### src/rtl/adc_spi_pkg.sv
// Shared constants and state encoding for the ADC SPI responder.
package adc_spi_pkg;

  localparam int FRAME_BITS_DEF = 16;
  localparam int CHAN_MSB       = 12;
  localparam int CHAN_LSB       = 10;
  localparam int CNT_W          = 5;

  typedef enum logic [1:0] {
    IDLE    = 2'd0,
    ACTIVE  = 2'd1,
    WAIT_CS = 2'd2
  } adc_state_e;

endpackage

### src/rtl/adc_spi_sync.sv
// Synchronizer chain for one asynchronous pin plus an edge register that
// yields single-clk rise/fall strobes on the synchronized level.
module adc_spi_sync #(
  parameter int   STAGES  = 2,
  parameter logic RST_VAL = 1'b0
) (
  input  logic clk,
  input  logic rst_n,
  input  logic d,
  output logic level,
  output logic rise,
  output logic fall
);

  logic [STAGES-1:0] chain;
  logic              prev;

  always_ff @(posedge clk or negedge rst_n) begin
    if (!rst_n) begin
      chain <= {STAGES{RST_VAL}};
      prev  <= RST_VAL;
    end else begin
      chain[0] <= d;
      for (int i = 1; i < STAGES; i++) begin
        chain[i] <= chain[i-1];
      end
      prev <= chain[STAGES-1];
    end
  end

  assign level = chain[STAGES-1];
  assign rise  = level & ~prev;
  assign fall  = ~level & prev;

endmodule

### src/rtl/adc_spi_responder.sv
// SPI responder emulating a 16-bit serial ADC: captures the master's control
// word, returns a conversion word MSB-first. Optional: ADC_RESP_CHAN_TAG_EN.
module adc_spi_responder
  import adc_spi_pkg::*;
#(
  parameter int FRAME_BITS  = FRAME_BITS_DEF,
  parameter int SYNC_STAGES = 2
) (
  input  logic                  clk,
  input  logic                  rst_n,
  input  logic                  SCLK,
  input  logic                  CS,
  input  logic                  ADC_Din,
  output logic                  ADC_Dout,
  input  logic [FRAME_BITS-1:0] tx_data,
  output logic                  tx_load,
  output logic [FRAME_BITS-1:0] rx_data,
  output logic                  rx_valid,
  output logic                  frame_err,
  output logic                  busy,
  output adc_state_e            state_dbg
);

  localparam logic [CNT_W-1:0] FRAME_CNT = CNT_W'(FRAME_BITS);

  logic sclk_level, sclk_rise, sclk_fall;
  logic cs_level, cs_rise, cs_fall;
  logic din_level, din_rise, din_fall;

  adc_spi_sync #(.STAGES(SYNC_STAGES), .RST_VAL(1'b0)) u_sync_sclk (
    .clk(clk), .rst_n(rst_n), .d(SCLK),
    .level(sclk_level), .rise(sclk_rise), .fall(sclk_fall)
  );

  // CS chain resets low so the FSM waits in WAIT_CS until the first real
  // synchronized sample shows CS high; a frame already in progress is skipped.
  adc_spi_sync #(.STAGES(SYNC_STAGES), .RST_VAL(1'b0)) u_sync_cs (
    .clk(clk), .rst_n(rst_n), .d(CS),
    .level(cs_level), .rise(cs_rise), .fall(cs_fall)
  );

  adc_spi_sync #(.STAGES(SYNC_STAGES), .RST_VAL(1'b0)) u_sync_din (
    .clk(clk), .rst_n(rst_n), .d(ADC_Din),
    .level(din_level), .rise(din_rise), .fall(din_fall)
  );

  adc_state_e             state_q, state_d;
  logic [FRAME_BITS-1:0]  tx_sr, rx_sr, load_word;
  logic [CNT_W-1:0]       bit_cnt;
  logic                   load_tx, shift_rx, shift_tx, end_ok, end_err;

  always_ff @(posedge clk or negedge rst_n) begin
    if (!rst_n) state_q <= WAIT_CS;
    else        state_q <= state_d;
  end

  // A CS edge takes priority: SCLK strobes in the same clk are dropped.
  always_comb begin
    state_d  = state_q;
    load_tx  = 1'b0;
    shift_rx = 1'b0;
    shift_tx = 1'b0;
    end_ok   = 1'b0;
    end_err  = 1'b0;
    case (state_q)
      IDLE: begin
        if (cs_fall) begin
          state_d = ACTIVE;
          load_tx = 1'b1;
        end
      end
      ACTIVE: begin
        if (cs_rise) begin
          state_d = IDLE;
          if (bit_cnt == FRAME_CNT) end_ok  = 1'b1;
          else                      end_err = 1'b1;
        end else begin
          shift_rx = sclk_rise;
          shift_tx = sclk_fall;
        end
      end
      WAIT_CS: begin
        if (cs_level) state_d = IDLE;
      end
      default: state_d = IDLE;
    endcase
  end

`ifdef ADC_RESP_CHAN_TAG_EN
  logic [CHAN_MSB-CHAN_LSB:0] chan_q;

  always_ff @(posedge clk or negedge rst_n) begin
    if (!rst_n)      chan_q <= '0;
    else if (end_ok) chan_q <= rx_sr[CHAN_MSB:CHAN_LSB];
  end

  assign load_word = {1'b0, chan_q, tx_data[CHAN_MSB-1:0]};
`else
  assign load_word = tx_data;
`endif

  always_ff @(posedge clk or negedge rst_n) begin
    if (!rst_n) begin
      tx_sr     <= '0;
      rx_sr     <= '0;
      bit_cnt   <= '0;
      rx_data   <= '0;
      tx_load   <= 1'b0;
      rx_valid  <= 1'b0;
      frame_err <= 1'b0;
    end else begin
      tx_load   <= load_tx;
      rx_valid  <= end_ok;
      frame_err <= end_err;
      if (load_tx) begin
        tx_sr   <= load_word;
        bit_cnt <= '0;
      end
      if (shift_rx) begin
        rx_sr <= {rx_sr[FRAME_BITS-2:0], din_level};
        if (bit_cnt != '1) bit_cnt <= bit_cnt + 1'b1;
      end
      if (shift_tx) tx_sr <= {tx_sr[FRAME_BITS-2:0], 1'b0};
      if (end_ok)   rx_data <= rx_sr;
    end
  end

  assign busy      = (state_q == ACTIVE);
  assign ADC_Dout  = busy & tx_sr[FRAME_BITS-1];
  assign state_dbg = state_q;

endmodule

### config.mk
export PLATFORM = sky130hd
export DESIGN_NAME = adc_spi_responder
export DESIGN_NICKNAME = d
export VERILOG_FILES = /design/src/rtl/adc_spi_pkg.sv /design/src/rtl/adc_spi_sync.sv /design/src/rtl/adc_spi_responder.sv
export SDC_FILE = /design/constraint.sdc
export NUM_CORES = 1
export LEC_CHECK = 0
export CORE_MARGIN = 1.5
export CORE_UTILIZATION = 55
export CTS_BUF_LIST = sky130_fd_sc_hd__clkbuf_2 sky130_fd_sc_hd__clkbuf_4 sky130_fd_sc_hd__clkbuf_8
export CTS_CLUSTER_SIZE = 14
export DETAILED_ROUTE_END_ITERATION = 10
export PLACE_DENSITY = 0.92
export SLEW_MARGIN = 10
export SYNTH_ARGS = -nofsm -noshare
export SYNTH_HDL_FRONTEND = slang
export SYNTH_SLANG_ARGS = --single-unit
export TNS_END_PERCENT = 20
### constraint.sdc
create_clock -name clk -period 2.4 [get_ports clk]
set_clock_uncertainty 0.05 [all_clocks]
set_input_delay 0.48 -clock clk [delete_from_list [all_inputs] [get_ports clk]]
set_output_delay 0.48 -clock clk [all_outputs]
set_load 0.01 [all_outputs]
==> results.toml, run 1 <==
[drt]
via_per_inst = 5.23
routedWlPerCell_um = 15.1
drt_iter0_drc = 68
drcViolationCount = 0
vias = 1605
totalWireLength_um = 4650
first_pass_iters = 4
ant_nets = 0

[floorplan]
initial_utilization_pct = 58.0
io_pins = 44
num_rows = 25
die_w_um = 74.0
die_area_mm2 = 0.00548
core_mm2 = 0.00479
fp.dieH_um = 74.0

[sta]
setup_viol = 0
timing.final.ws_setup_ps = 168
finalHoldViolCount = 0
post-route-min-period_ps = 2230
rsz0062_at_grt = "false"
timing.fmax_mhz = 448
tightestPinTransition_ps = 708
finalCritPeriodShare_pct = 93.0
relSlewSlack_pct = 52.8
tns_ps = 0
slew_violations = 0

[logic_synthesis]
syn-num-nets = 202
synth_cell_type_count = 34
yosysSeqAreaShare_pct = 59.6
ys_seq_elements = 66
yosysWarnings = 0
syn_area_mm2 = 0.00277
syn_avg_cell_area_um2 = 15.6
synth_cells = 178

[worst_setup_path]
cp_max_fo = 5
critPathRequiredTime_ps = 1870
crit_path_end_kind = "output pin"
start_kind = "flip-flop"
cp.arrival_ps = 1700
crit_type = "flip-flop to output pin"

[clocking]
cts-root-buf = "clkbuf_8"
cts_tree = "yes"
holdBufCountCts = 0
cts-htree-levels = 3
clk_pin_slew_ps = 70
cts.sinks = 66
clock_latency_ps = 330
clockBufferDepth = 2
cts_buffers = 9

[pwr]
p_clk_share_pct = 32.5
pwr_density_cell_mw_per_mm2 = 820
swShare_pct = 24.8
power_switching_uw = 712
p_int_uw = 2160
peakVddDrop_v = 0.000523
combPwrFrac_pct = 17.6
sequentialPowerShare_pct = 49.9
p_leak_uw = 0.00166

[cells_and_area]
nets = 259
final_cell_mix = "dfrtp_1 (65), mux2_2 (53), clkdlybuf4s50_1 (42)"
synthToLayoutAreaGrowth_pct = 26.2
fin_util_pct = 73.2
diodes = 0
drive_above_1_share_pct = 40.4
mostFrequentLayoutCell = "dfrtp_1"

[grt]
grt_pass1_wl_um = 7980
grt_pass1_vias = 1674
antenna_found_initial = 0
overflow = 0
grt_usage_pct = 20.1
grt_max_degree = 34

[job]
cap_violations = 0

[run_status]
status = "finished clean"

[hold_path]
hold_class = "input port to async pin"

[placement]
gp_congestion = 0.781
place_ws_ps = 269
hpwl_um = 3190
portBuffers = 43
[worst max-delay path, stage by stage (launching register included)]
cell and delay (ps):
dfstp_2 550, nand2b_1 140, inv_2 60, and2_1 150
clkdlybuf4s50_1 470
[metrics by stage]
step                      cell area, um^2  std cells  hold slack (ps)  total power, uW
final                                3500        307              144             2870
after global routing                 3500        307              200             3020
after CTS                            3500        307              152             2900
after floorplan                      2770        178              134             1780
after detailed placement             3300        291              293             1950
after global placement               3300        291              283             1920
[registers in the layout, summed over array words and instances (netlist names)]
| register | cells |
|---|---|
| rx_data | 16 |
| rx_sr | 16 |
| tx_sr | 16 |
| bit_cnt | 5 |
| state_dbg | 2 |
| u_sync_cs.chain | 2 |
| u_sync_din.chain | 2 |
| u_sync_sclk.chain | 2 |
| frame_err | 1 |
| rx_valid | 1 |
| tx_load | 1 |
| u_sync_cs.prev | 1 |
| u_sync_sclk.prev | 1 |
[metal layers]
metal / global-route usage, % / wire (um)
met1: 25.8 / 2060
met3: 6.64 / 175
met2: 31.5 / 2350
met5: 0 / 0
met4: 8.64 / 70
[synthesized netlist by cell type]
cell,n,area [um^2]
buf_4,3,22.5
nand2b_1,3,18.8
a21boi_0,1,7.51
ha_1,3,37.5
buf_6,2,22.5
nand4_1,1,6.26
and3_1,1,6.26
mux2_2,53,597
or4b_4,1,13.8
nor4b_4,1,23.8
nor2b_1,1,6.26
a21oi_1,1,5.00
o21bai_1,1,7.51
inv_1,5,18.8
or3b_2,1,8.76
nor2_1,1,3.75
o311ai_0,2,17.5
nand2_1,5,18.8
xor2_1,1,8.76
dfstp_2,1,26.3
and2_1,1,6.26
dfrtp_1,65,1630
mux2i_1,2,20.0
and2b_4,1,10.0
mux2_4,10,150
nor3_1,1,5.00
nand3_1,2,10.0
o21ai_0,1,5.00
nand4b_2,1,15.0
and4bb_2,1,12.5
clkinv_1,1,3.75
o211ai_1,1,7.51
nor3b_1,2,15.0
nand3_2,1,10.0
[cell type report]
type	instances	area, um^2
fillers	307	1280
inverters	6	22.5
clock inverters	6	65.1
well taps	67	83.8
clock buffers	10	138
repair buffers	51	485
flip-flops and latches	66	1650
multi-input cells	101	1050
[repair_timing]
action,CTS,global route
setup endpoints to repair,0,1
setup buffers,0,0
endpoints found under the hold margin,0,0
resized for setup,0,1
[path summary, 6_finish.rpt]
check                                       endpoint                from  cells after the start  slack (ps)
max in group asynchronous       u_sync_sclk.chain[0]               rst_n                      2        1480
worst min register to register    u_sync_cs.chain[1]  u_sync_cs.chain[0]                      0         310
min in group clk                  u_sync_cs.chain[1]  u_sync_cs.chain[0]                      0         310
worst max-delay path                        ADC_Dout        state_dbg[1]                      4         170
worst max register to register            bit_cnt[1]          bit_cnt[0]                      6         230
worst min-delay path            u_sync_sclk.chain[1]               rst_n                      1         140
[logic make-up (layout without fill, tap and decap cells)]
group | after synthesis | count (layout) | synth area share (%)
flip-flops | 66 | 66 | 59.6
multiplexers | 65 | 65 | 27.6
AND/OR/NAND/NOR | 25 | 25 | 6.86
buffers and inverters | 11 | 73 | 2.44
AO/OA/AOI/OAI | 7 | 7 | 1.80
adder cells (fa/ha/maj) | 3 | 3 | 1.35
XOR/XNOR | 1 | 1 | 0.316
[power by group through the flow]
stage | clock (uW) | sequential, uW | combinational, uW
floorplan | 0 | 1410 | 374
global placement | 0 | 1440 | 478
detailed placement | 0 | 1450 | 501
CTS | 957 | 1430 | 512
global route | 1000 | 1460 | 556
finish | 932 | 1430 | 507
Note: power is estimated with default switching activity, not from simulation.
==> run 2: changes to the inputs <==
--- a/config.mk
+++ b/config.mk
@@ -5,8 +5,10 @@
 export SDC_FILE = /design/constraint.sdc
 export NUM_CORES = 1
 export LEC_CHECK = 0
-export CORE_MARGIN = 1.5
-export CORE_UTILIZATION = 55
+export CELL_PAD_IN_SITES_DETAIL_PLACEMENT = 0
+export CELL_PAD_IN_SITES_GLOBAL_PLACEMENT = 1
+export CORE_MARGIN = 3
+export CORE_UTILIZATION = 46
 export CTS_BUF_LIST = sky130_fd_sc_hd__clkbuf_2 sky130_fd_sc_hd__clkbuf_4 sky130_fd_sc_hd__clkbuf_8
 export CTS_CLUSTER_SIZE = 14
 export DETAILED_ROUTE_END_ITERATION = 10
==> run 2 against run 1 <==
Worst setup slack worse by 87 ps. Sequential share of layout area down 0.35 points. Cell area up 0.75%. Critical endpoint unchanged. Largest power group unchanged.
==> results.toml, run 2 (synthesis results as in run 1) <==
[run_status]
status = "finished clean"

[clocking]
clk_pin_slew_ps = 70
cts_setup_buffers = 0
holdBufCountCts = 0
cts.sinks = 66
clockBufferDepth = 2
clock_latency_ps = 340
cts-root-buf = "clkbuf_8"
cts_buffers = 9
cts-htree-levels = 3
cts_resized = 0
cts_tree = "yes"

[sta]
tightestPinTransition_ps = 633
tns_ps = 0
setup_viol = 0
timing.hold.ws_ps = 105
post-route-min-period_ps = 2320
slew_violations = 0
timing.fmax_mhz = 431
rsz0062_at_grt = "false"
relSlewSlack_pct = 57.8
finalHoldViolCount = 0
finalCritPeriodShare_pct = 96.6
timing.final.ws_setup_ps = 80.5

[grt]
grt_pass1_wl_um = 7800
grt_usage_pct = 14.5
overflow = 0
antenna_found_initial = 0
grt_pass1_vias = 1624
grt_max_degree = 28

[worst_setup_path]
cp_num_buf_inv = 2
crit_chain = "nand2b_1 -> clkinv_1 -> and2_1 -> clkdlybuf4s50_1"
cp_max_fo = 5
crit_path_end_kind = "output pin"
cp_top_family = "buffers and inverters"
slowest_stage = "dfstp_2"
cp.arrival_ps = 1790
start_kind = "flip-flop"
critPathRequiredTime_ps = 1870
crit_type = "flip-flop to output pin"
crit_path_max_incr_delay_ps = 560

[job]
cap_violations = 0

[drt]
drcViolationCount = 0
first_pass_iters = 4
ant_nets = 0
totalWireLength_um = 4590
vias = 1573
via_per_inst = 5.06
routedWlPerCell_um = 14.8
drt_iter0_drc = 53

[floorplan]
core_mm2 = 0.00568
die_area_mm2 = 0.00700
die_w_um = 83.7
fp.dieH_um = 83.7
num_rows = 27
io_pins = 44
initial_utilization_pct = 48.9

[cells_and_area]
final_cell_mix = "dfrtp_1 (65), mux2_2 (53), clkdlybuf4s50_1 (42)"
mostFrequentLayoutCell = "dfrtp_1"
diodes = 0
fin_area_mm2 = 0.00353
synthToLayoutAreaGrowth_pct = 27.2
largestRegisters = "rx_data: 16 flops, rx_sr: 16 flops, tx_sr: 16 flops"
nets = 258
drive_above_1_share_pct = 39.7

[placement]
gp_congestion = 0.756
postPlaceCellArea_mm2 = 0.00331
portBuffers = 43
place_ws_ps = 261
hpwl_um = 3230

[hold_path]
hold_class = "input port to async pin"

[pwr]
peakVddDrop_v = 0.000383
p_leak_uw = 0.00167
pwr_density_cell_mw_per_mm2 = 836
==> run 2: routing by layer <==
layer / GRT usage, % / wire, um / part of all wire, % / up-vias
met4: 8.33 / 107 / 2.3 / 0
met5: 0 / 0 / 0 / -
li1: - / - / - / 747
met2: 23.4 / 2350 / 51 / 28
met3: 3.65 / 154 / 3.4 / 9
met1: 17.7 / 1980 / 43 / 789
==> run 2: area by class of cell <==
| cell class | count | area, um^2 |
|---|---|---|
| flip-flops and latches | 66 | 1650 |
| clock inverters | 5 | 78.8 |
| clock buffers | 11 | 139 |
| well taps | 72 | 90.1 |
| inverters | 6 | 22.5 |
| multi-input cells | 101 | 1050 |
| repair buffers | 50 | 490 |
| fillers | 440 | 2150 |
==> run 2: final timing paths <==
check | from | end | slack, ps | cells past startpoint
min in group clk | u_sync_sclk.chain[0] | u_sync_sclk.chain[1] | 300 | 0
worst max register to register | state_dbg[0] | tx_sr[7] | 270 | 4
worst min register to register | u_sync_sclk.chain[0] | u_sync_sclk.chain[1] | 300 | 0
worst max-delay path | state_dbg[1] | ADC_Dout | 80 | 4
worst min-delay path | rst_n | tx_load | 110 | 1
max in group asynchronous | rst_n | u_sync_cs.chain[0] | 1520 | 2
==> run 2: per-stage QoR <==
stage | util, % | instances | power, uW
finish | 62.1 | 311 | 2950
global route | 62.1 | 311 | 3100
CTS | 62.1 | 311 | 2980
detailed placement | 58.3 | 295 | 1960
global placement | 58.3 | 295 | 1930
floorplan | - | 178 | 1780
==> run 2: power by group <==
group | switching, uW | internal [uW]
clock network | 407 | 606
logic | 157 | 344
registers | 127 | 1310
total | 690 | 2260
==> run 3: changes to the inputs <==
==> constraint.sdc (replaced) <==
create_clock -name clk -period 2.3 [get_ports clk]
set_clock_uncertainty 0.05 [all_clocks]
set_input_delay 0.46 -clock clk [delete_from_list [all_inputs] [get_ports clk]]
set_output_delay 0.46 -clock clk [all_outputs]
set_load 0.01 [all_outputs]
==> run 3 against run 2 <==
Sequential cell count unchanged. First-iteration DRC count is 38% higher. Combinational power rose by 4.2%. Largest power group unchanged.
==> results.toml, run 3 (synthesis results as in run 1) <==
[cells_and_area]
nets = 260
largestRegisters = "rx_data: 16 flops, rx_sr: 16 flops, tx_sr: 16 flops"
mostFrequentLayoutCell = "dfrtp_1"
multiInputGateArea_mm2 = 0.00106
final_cell_mix = "dfrtp_1 (65), mux2_2 (53), clkdlybuf4s50_1 (42)"
synthToLayoutAreaGrowth_pct = 26.7
drive_above_1_share_pct = 41.1
fill_cells = 428
ff_latch_area_mm2 = 0.00165
diodes = 0

[placement]
place_ws_ps = 149
gp_congestion = 0.737
hpwl_um = 3210
portBuffers = 43

[worst_setup_path]
cp_max_fo = 5
critPathRequiredTime_ps = 1790
crit_path_end_kind = "output pin"
crit_type = "flip-flop to output pin"
rr_worst_depth = 6
start_kind = "flip-flop"
cp.arrival_ps = 1710

[drt]
ant_nets = 0
drt_iter0_drc = 73
vias = 1585
routedWlPerCell_um = 14.7
first_pass_iters = 3
via_per_inst = 5.06
totalWireLength_um = 4590
drcViolationCount = 0

[sta]
slew_violations = 0
finalHoldViolCount = 0
setup_viol = 0
rsz0062_at_grt = "false"
finalCritPeriodShare_pct = 96.7
timing.fmax_mhz = 450
relSlewSlack_pct = 62.7
post-route-min-period_ps = 2220
tightestPinTransition_ps = 560
timing.final.ws_setup_ps = 76.7
tns_ps = 0

[floorplan]
die_area_mm2 = 0.00700
fp.dieH_um = 83.7
num_rows = 27
die_w_um = 83.7
core_mm2 = 0.00568
io_pins = 44
initial_utilization_pct = 48.9

[pwr]
peakVddDrop_v = 0.000438
pwr_density_cell_mw_per_mm2 = 841
p_leak_uw = 0.00166

[clocking]
cts_buffers = 9
cts.sinks = 66
cts-htree-levels = 3
clockBufferDepth = 2
cts-root-buf = "clkbuf_8"
cts_tree = "yes"
holdBufCountCts = 0
clk_pin_slew_ps = 70
clock_latency_ps = 330

[hold_path]
hold_class = "input port to async pin"

[job]
cap_violations = 0

[grt]
grt_pass1_vias = 1717
overflow = 0
grt_pass1_wl_um = 8070
antenna_found_initial = 0
grt_usage_pct = 14.9
grt_max_degree = 27

[run_status]
status = "finished clean"
run 3: cell count changes in the layout (fill, tap and decap cells not counted), sizes merged:
| cell | before | now |
|---|---|---|
| buf | 8 | 10 |
| clkinvlp | 0 | 2 |
| bufinv | 2 | 1 |
| clkinv | 4 | 3 |
run 3: timing repair:
action,CTS,global route
setup buffers,1,0
gates resized for setup,1,1
setup endpoints to repair,1,1
endpoints found under the hold margin,0,0
run 3: area by class of cell:
class,instances,area share [%]
Sequential cell,66,47.0
Multi-Input combinational cell,101,30.2
Inverter,6,0.676
Clock inverter,5,1.57
Clock buffer,11,3.95
Tap cell,72,2.56
Timing Repair Buffer,52,14.0
run 3: critical path, stage by stage, from the launching register on:
cell,delay [ps]
dfstp_2,560
nand2b_4,130
clkinv_2,70
and2_1,150
clkdlybuf4s50_1,470
run 3: worst paths after layout:
| check | start | endpoint | slack (ps) |
|---|---|---|---|
| worst max register to register | bit_cnt[0] | bit_cnt[2] | 150 |
| worst min-delay path | rst_n | tx_sr[4] | 60 |
| min in group clk | u_sync_cs.chain[0] | u_sync_cs.chain[1] | 300 |
| worst max-delay path | state_dbg[1] | ADC_Dout | 80 |
| max in group asynchronous | rst_n | rx_sr[11] | 1470 |
| worst min register to register | u_sync_cs.chain[0] | u_sync_cs.chain[1] | 300 |
run 3: through the flow:
stage	util, %	hold WS, ps	std cells	power (uW)	area [um^2]
after floorplan	-	114	178	1860	2770
after global placement	58.2	284	296	2000	3300
after detailed placement	58.2	285	296	2040	3300
after CTS	61.8	79.2	313	3000	3510
after global routing	61.9	113	313	3120	3510
final	61.9	63.8	313	2950	3510
run 3: per-layer routing:
| metal | up-vias | track usage, % | wire length, um |
|---|---|---|---|
| met5 | - | 0 | 0 |
| li1 | 749 | - | - |
| met4 | 0 | 8.77 | 123 |
| met1 | 799 | 17.9 | 2030 |
| met3 | 11 | 3.75 | 126 |
| met2 | 26 | 24.0 | 2300 |
run 3: power breakdown:
group	total (uW)	internal [uW]	switching, uW
logic	522	358	164
clock network	940	521	419
registers	1490	1360	128
total	2950	2240	712
